[config.mk]
export PLATFORM = sky130hd
export DESIGN_NAME = key_run_length_recorder
export DESIGN_NICKNAME = d
export VERILOG_FILES = /design/src/rtl/key_run_length_recorder.sv
export SDC_FILE = /design/constraint.sdc
export NUM_CORES = 2
export LEC_CHECK = 0
export ABC_AREA = 0
export BUFFER_PORTS_ARGS = -buffer_cell sky130_fd_sc_hd__buf_2
export CAP_MARGIN = 40
export CORE_ASPECT_RATIO = 0.8
export CORE_MARGIN = 2
export CORE_UTILIZATION = 40
export DETAILED_ROUTE_END_ITERATION = 16
export HOLD_SLACK_MARGIN = 0.06
export SLEW_MARGIN = 10
export SYNTH_ARGS = -nofsm -noshare
export SYNTH_HDL_FRONTEND = slang
export SYNTH_SLANG_ARGS = --single-unit
[constraint.sdc]
create_clock -name CLK_100hz -period 16.9 [get_ports CLK_100hz]
set_input_delay 0.845 -clock CLK_100hz [delete_from_list [all_inputs] [get_ports CLK_100hz]]
set_output_delay 0.845 -clock CLK_100hz [all_outputs]
set_load 0.05 [all_outputs]
[src/rtl/key_run_length_recorder.sv]
// Records the music-key vector as {keys, duration} runs and replays them tick-for-tick.
// Build option: KEY_RECORDER_LOOP_PLAYBACK_EN makes playback wrap to entry 0 instead of ending.
module key_run_length_recorder #(
  parameter int DEPTH     = 256,
  parameter int ADDR_W    = 8,
  parameter int DUR_W     = 10,
  parameter int MAX_TICKS = 3000
) (
  input  logic              CLK_100hz,
  input  logic              systemReset_n,
  input  logic              record_req,
  input  logic              play_req,
  input  logic [5:0]        keys_in_n,
  output logic [5:0]        keys_out,
  output logic              busy_record,
  output logic              busy_play,
  output logic              play_done,
  output logic              overflow,
  output logic [ADDR_W:0]   entry_count
);

  localparam int TICK_W = $clog2(MAX_TICKS);
  localparam int ENT_W  = 6 + DUR_W;
  localparam logic [DUR_W-1:0]  DUR_MAX   = '1;
  localparam logic [ADDR_W:0]   DEPTH_C   = (ADDR_W+1)'(DEPTH);
  localparam logic [TICK_W-1:0] TICK_LAST = TICK_W'(MAX_TICKS - 1);

  typedef enum logic [1:0] {IDLE, RECORD, FLUSH, PLAY} state_t;

  logic       rec_s1_q, rec_s2_q, rec_prev_q;
  logic       play_s1_q, play_s2_q, play_prev_q;
  logic [5:0] keys_s1_q, keys_s2_q;
  logic       rec_edge, play_edge;
  logic [5:0] cur_keys;

  state_t              state_q, state_d;
  logic [ADDR_W:0]     wr_ptr_q, wr_ptr_d;
  logic [TICK_W-1:0]   tick_cnt_q, tick_cnt_d;
  logic [5:0]          run_keys_q, run_keys_d;
  logic [DUR_W-1:0]    run_len_q, run_len_d;
  logic                overflow_q, overflow_d;
  logic [ADDR_W:0]     entry_count_q, entry_count_d;
  logic [ADDR_W:0]     rd_ptr_q, rd_ptr_d;
  logic                next_valid_q, next_valid_d;
  logic                prime_q, prime_d;
  logic [DUR_W-1:0]    dur_cnt_q, dur_cnt_d;
  logic [5:0]          keys_out_q, keys_out_d;
  logic                play_done_q, play_done_d;

  logic                mem_we;
  logic                fetch;
  logic [ENT_W-1:0]    mem [0:(1<<ADDR_W)-1];
  logic [ENT_W-1:0]    rd_data_q;

  always_ff @(posedge CLK_100hz or negedge systemReset_n) begin
    if (!systemReset_n) begin
      rec_s1_q    <= 1'b0;
      rec_s2_q    <= 1'b0;
      rec_prev_q  <= 1'b0;
      play_s1_q   <= 1'b0;
      play_s2_q   <= 1'b0;
      play_prev_q <= 1'b0;
      keys_s1_q   <= '1;
      keys_s2_q   <= '1;
    end else begin
      rec_s1_q    <= record_req;
      rec_s2_q    <= rec_s1_q;
      rec_prev_q  <= rec_s2_q;
      play_s1_q   <= play_req;
      play_s2_q   <= play_s1_q;
      play_prev_q <= play_s2_q;
      keys_s1_q   <= keys_in_n;
      keys_s2_q   <= keys_s1_q;
    end
  end

  assign rec_edge  = rec_s2_q & ~rec_prev_q;
  assign play_edge = play_s2_q & ~play_prev_q;
  assign cur_keys  = ~keys_s2_q;

  // rd_data_q only advances on a fetch so it can hold the prefetched next entry.
  always_ff @(posedge CLK_100hz) begin
    if (mem_we) mem[wr_ptr_q[ADDR_W-1:0]] <= {run_keys_q, run_len_q};
    if (fetch)  rd_data_q <= mem[rd_ptr_q[ADDR_W-1:0]];
  end

  always_ff @(posedge CLK_100hz or negedge systemReset_n) begin
    if (!systemReset_n) begin
      state_q       <= IDLE;
      wr_ptr_q      <= '0;
      tick_cnt_q    <= '0;
      run_keys_q    <= '0;
      run_len_q     <= '0;
      overflow_q    <= 1'b0;
      entry_count_q <= '0;
      rd_ptr_q      <= '0;
      next_valid_q  <= 1'b0;
      prime_q       <= 1'b0;
      dur_cnt_q     <= '0;
      keys_out_q    <= '0;
      play_done_q   <= 1'b0;
    end else begin
      state_q       <= state_d;
      wr_ptr_q      <= wr_ptr_d;
      tick_cnt_q    <= tick_cnt_d;
      run_keys_q    <= run_keys_d;
      run_len_q     <= run_len_d;
      overflow_q    <= overflow_d;
      entry_count_q <= entry_count_d;
      rd_ptr_q      <= rd_ptr_d;
      next_valid_q  <= next_valid_d;
      prime_q       <= prime_d;
      dur_cnt_q     <= dur_cnt_d;
      keys_out_q    <= keys_out_d;
      play_done_q   <= play_done_d;
    end
  end

  always_comb begin
    state_d       = state_q;
    wr_ptr_d      = wr_ptr_q;
    tick_cnt_d    = tick_cnt_q;
    run_keys_d    = run_keys_q;
    run_len_d     = run_len_q;
    overflow_d    = overflow_q;
    entry_count_d = entry_count_q;
    rd_ptr_d      = rd_ptr_q;
    next_valid_d  = next_valid_q;
    prime_d       = prime_q;
    dur_cnt_d     = dur_cnt_q;
    keys_out_d    = keys_out_q;
    play_done_d   = 1'b0;
    mem_we        = 1'b0;
    fetch         = 1'b0;

    case (state_q)
      IDLE: begin
        if (rec_edge) begin
          state_d    = RECORD;
          wr_ptr_d   = '0;
          tick_cnt_d = '0;
          run_len_d  = '0;
          overflow_d = 1'b0;
        end else if (play_edge) begin
          if (entry_count_q != '0) begin
            state_d      = PLAY;
            rd_ptr_d     = '0;
            prime_d      = 1'b1;
            next_valid_d = 1'b0;
            dur_cnt_d    = '0;
          end else begin
            play_done_d = 1'b1;
          end
        end
      end

      RECORD: begin
        // The stop-edge tick itself is not sampled.
        if (rec_edge) begin
          state_d = FLUSH;
        end else begin
          tick_cnt_d = tick_cnt_q + 1'b1;
          if (run_len_q == '0) begin
            run_keys_d = cur_keys;
            run_len_d  = DUR_W'(1);
          end else if ((cur_keys != run_keys_q) || (run_len_q == DUR_MAX)) begin
            if (wr_ptr_q == DEPTH_C) begin
              overflow_d = 1'b1;
              run_len_d  = '0;
              state_d    = FLUSH;
            end else begin
              mem_we     = 1'b1;
              wr_ptr_d   = wr_ptr_q + 1'b1;
              run_keys_d = cur_keys;
              run_len_d  = DUR_W'(1);
            end
          end else begin
            run_len_d = run_len_q + 1'b1;
          end
          if (tick_cnt_q == TICK_LAST) state_d = FLUSH;
        end
      end

      FLUSH: begin
        if ((run_len_q != '0) && (wr_ptr_q < DEPTH_C)) begin
          mem_we        = 1'b1;
          entry_count_d = wr_ptr_q + 1'b1;
        end else begin
          entry_count_d = wr_ptr_q;
        end
        run_len_d = '0;
        state_d   = IDLE;
      end

      PLAY: begin
        if (play_edge) begin
          state_d     = IDLE;
          keys_out_d  = '0;
          play_done_d = 1'b1;
        end else if (prime_q) begin
          prime_d = 1'b0;
          fetch   = 1'b1;
        end else if (dur_cnt_q <= DUR_W'(1)) begin
          if (next_valid_q) begin
            keys_out_d = rd_data_q[ENT_W-1 -: 6];
            dur_cnt_d  = rd_data_q[DUR_W-1:0];
            fetch      = 1'b1;
          end else begin
            state_d     = IDLE;
            keys_out_d  = '0;
            play_done_d = 1'b1;
          end
        end else begin
          dur_cnt_d = dur_cnt_q - 1'b1;
        end
      end

      default: state_d = IDLE;
    endcase

    if (fetch) begin
`ifdef KEY_RECORDER_LOOP_PLAYBACK_EN
      next_valid_d = 1'b1;
      rd_ptr_d     = (rd_ptr_q == entry_count_q - 1'b1) ? '0 : rd_ptr_q + 1'b1;
`else
      next_valid_d = (rd_ptr_q < entry_count_q);
      rd_ptr_d     = rd_ptr_q + 1'b1;
`endif
    end
  end

  assign keys_out    = keys_out_q;
  assign busy_record = (state_q == RECORD) || (state_q == FLUSH);
  assign busy_play   = (state_q == PLAY);
  assign play_done   = play_done_q;
  assign overflow    = overflow_q;
  assign entry_count = entry_count_q;

endmodule

==> flow_summary.yaml <==
route:
  ant_nets: 0
  drc_errors: 0
  viasPerCell: 5.95
  dr_total_vias: 82700
  wirelength_um: 442000
  dr.first_iter.drc_count: 12100
  drtPass1Iterations: 6
  wire_per_inst_um: 31.8
synth:
  synth_top_area_share_pct: 76.2
  syn_inst: 7713
  synth_area_per_cell_sq_um: 21.0
  synthFlopType: "edfxtp_1"
  synth_edf_count: 4112
  syn-cell-area_sq_mm: 0.162
  synth_cell_types: 66
  yosysWarnings: 0
  synth_async_sr_flop_share_pct: 2.26
  ys_ff_latch: 4207
  seq_area_frac_synth_pct: 77.7
  yosys-top-cells-area: "edfxtp_1, mux4_2, mux2i_1"
  syn_nets: 7745
  yosysTopAreaCell: "edfxtp_1"
clock_tree:
  cts_buffers: 398
  htreeDepth: 5
  clkTransAtPathRegs_ps: 60
  cts.sinks: 4207
  cts.repair.resized: 0
  cts_root_buffer: "clkbuf_16"
  cts_setup_buffers: 0
  cts_tree: "yes"
  clk_latency_ps: 1020
  clockBufferDepth: 4
timing:
  drv_slew: 0
  worst_pin_slew_ps: 1120
  min_period_over_period_pct: 38.5
  finalHoldViolCount: 0
  max_freq_mhz: 154
  setup_viol: 0
  grt_setup_unrepaired: "false"
  slew_headroom_pct: 25.3
  fin_skew_ps: 87.0
  finalCriticalPeriod_ps: 6500
  fin_tns_setup_ps: 0
floorplanning:
  die_w_um: 715
  dieArea_sq_mm: 0.410
  start_util_pct: 40.3
  core-area_sq_mm: 0.402
  ios: 29
  dieHeight_um: 573
  core.rowCount: 208
power_and_ir_drop:
  power_switching_w: 0.00774
  combPwrFrac_pct: 20.9
  p_leak_nw: 53.3
  ir_drop_mv: 0.180
  pwr-share-clk_pct: 33.1
  total_power_w: 0.0266
  p_sw_share_pct: 29.1
  pwr-share-seq_pct: 46.0
  power.internal_w: 0.0188
  power_density_mw_per_mm2: 144
setup_path:
  r2r_end: "rd_data_q[14]"
  max_stage_delay_ps: 830
  crit_buf_inv: 5
  r2r_start: "rd_ptr_q[0]"
  start_kind: "flip-flop"
  path_class: "flip-flop to flip-flop"
  cp_data_arrival_time_ps: 7210
  r2r_setup_slack_ps: 10400
  worstSetupEndpointType: "flip-flop"
  worstPathRequired_ps: 17610
  path_cells: "buf_4, buf_4, buf_4, buf_4, mux4_2, a22o_1, a221oi_1, o22ai_1, nor4_1, buf_2, nor4_1"
  crit_family: "buffers and inverters"
  crit_fanout: 37
  crit_slowest_cell: "dfrtp_4"
  timing.critical_path.mode_cell: "buf_4"
  reg2reg_depth: 11
layout:
  nFillCells: 33400
  final-seq-area_sq_mm: 0.126
  multi_input_area_sq_mm: 0.0341
  area_growth_pct: 13.9
  drive_gt1_share_pct: 23.9
  final_nets: 8238
  final_util_pct: 45.8
global_route:
  grt_max_degree: 201
  grt_util_all_layers_pct: 21.1
  grt.overflow.total: 0
  grt_pass1_vias: 80500
  antenna_found_initial: 36
  grt_pass1_wl_um: 622000
run_status:
  outcome: "finished clean"
hold_path:
  hp-class: "input pin to asynchronous set/reset pin"
placed_design:
  hpwl_um: 260000
  place.gp.congestion: 0.867
  port_buffers: 28
run:
  max_cap_violations: 0
[worst max path at each step]
| stage | startpoint | end | slack, ps | depth (start not counted) |
|---|---|---|---|---|
| 5_1_grt | rd_ptr_q[0] | rd_data_q[14] | 9990 | 11 |
| 6_report | rd_ptr_q[0] | rd_data_q[14] | 10400 | 11 |
| 3_3_place_gp | rd_ptr_q[0] | rd_data_q[14] | 9930 | 10 |
| 2_1_floorplan | run_len_q[1] | mem[208][0] | 9900 | 10 |
| 4_1_cts | rd_ptr_q[0] | rd_data_q[14] | 10260 | 11 |
| 3_5_place_dp | rd_ptr_q[0] | rd_data_q[14] | 10270 | 11 |
[stage by stage]
stage | worst slack [ps] | std cells | instance area [sq um] | hold slack, ps
final | 10400 | 13900 | 184000 | 311
after detailed placement | 10270 | 13100 | 171000 | 336
after CTS | 10260 | 13900 | 184000 | 272
after floorplan | 9900 | 7713 | 162000 | 331
after global placement | 9930 | 13100 | 170000 | 349
after global routing | 9990 | 13900 | 184000 | 320
[synth_stat cells, drive strengths merged, types with 5 or more instances]
cell type and instances:
nor2b 24, and2 14, edfxtp 4112, a21boi 5
mux2i 397, mux2 17, dfrtp 83, o22ai 66
a22oi 93, dfstp 12, nand3 41, a211oi 77
inv 27, a31oi 9, nand4 9, mux4 841
a221o 25, nor2 361, a22o 135, clkbuf 252
a221oi 204, o211ai 13, ha 22, nand2 140
nand2b 11, or3 5, xor2 18, and3 12
buf 209, xnor2 9, a21oi 84, nor4 20
nor3 133, o21ai 187, o31ai 9
[layer usage]
| metal | part of all wire, % | track usage [%] |
|---|---|---|
| met1 | 42 | 32.1 |
| met5 | 0.0061 | 0 |
| met3 | 11 | 5.27 |
| met4 | 2.8 | 5.59 |
| met2 | 44 | 30.3 |
[sequential cells by signal (all words and copies together) (netlist names), 9 cells and up]
| signal | flops |
|---|---|
| rd_data_q | 16 |
| tick_cnt_q | 12 |
| wr_ptr_q | 9 |
| run_len_q | 10 |
| mem | 4096 |
| rd_ptr_q | 9 |
| dur_cnt_q | 10 |
| entry_count | 9 |
[worst register-to-register path, cell delays in order (launching register included)]
cell and delay (ps):
dfrtp_4 830, buf_4 690, buf_4 770, buf_4 730
buf_4 730, mux4_2 630, a22o_1 240, a221oi_1 570
o22ai_1 230, nor4_1 460, buf_2 270, nor4_1 70
[area by class of cell]
| cell class | count | share of cell area [%] |
|---|---|---|
| timing repair buffer | 554 | 2.65 |
| multi-input combinational | 3018 | 18.5 |
| clock inverter | 256 | 1.29 |
| antenna | 12 | 0.0163 |
| inverter | 27 | 0.0563 |
| sequential | 4207 | 68.3 |
| tap | 5355 | 3.63 |
| clock buffer | 476 | 5.60 |
[what timing repair did]
action	4_1_cts	5_1_grt
endpoints found under the hold margin	31	0
setup endpoints to repair	0	0
hold buffers	9	0
[layout by cell type, fill, tap and decap left out, types with 27 or more instances in the layout]
master | Yosys | routed
bufinv_16 | 0 | 32
clkinv_1 | 0 | 108
edfxtp_1 | 4112 | 4112
a22oi_1 | 93 | 93
nor3_1 | 133 | 131
clkbuf_16 | 0 | 401
mux4_2 | 841 | 841
clkinv_2 | 0 | 69
o22ai_1 | 66 | 66
o21ai_0 | 187 | 186
clkbuf_1 | 252 | 73
buf_4 | 52 | 423
a221oi_1 | 204 | 204
mux2i_1 | 397 | 397
a21oi_1 | 84 | 84
nand2_1 | 140 | 127
nor2_1 | 361 | 351
buf_16 | 0 | 27
dfrtp_1 | 83 | 63
nand3_1 | 33 | 29
a211oi_1 | 77 | 75
buf_2 | 112 | 64
a22o_1 | 135 | 135
[kinds of logic (layout without fill, tap and decap cells)]
family | after synthesis | after routing | share of synthesized area (%)
flip-flops | 4207 | 4207 | 77.7
multiplexers | 1255 | 1255 | 14.3
AO/OA/AOI/OAI | 926 | 926 | 4.13
AND/OR/NAND/NOR | 788 | 788 | 2.21
buffers and inverters | 488 | 1313 | 1.37
XOR/XNOR | 27 | 27 | 0.146
adder cells (fa/ha/maj) | 22 | 22 | 0.170
other | 0 | 12 | 0
[power by group through the flow]
stage                     Clock [W]  Sequential (W)  Combinational, W
after floorplan                   0          0.0128           0.00316
after global placement            0          0.0125           0.00529
after detailed placement          0          0.0125           0.00547
after CTS                   0.00893          0.0123           0.00548
after global routing        0.00933          0.0122           0.00585
final                       0.00881          0.0122           0.00555
(Power assumes the default switching activity.)
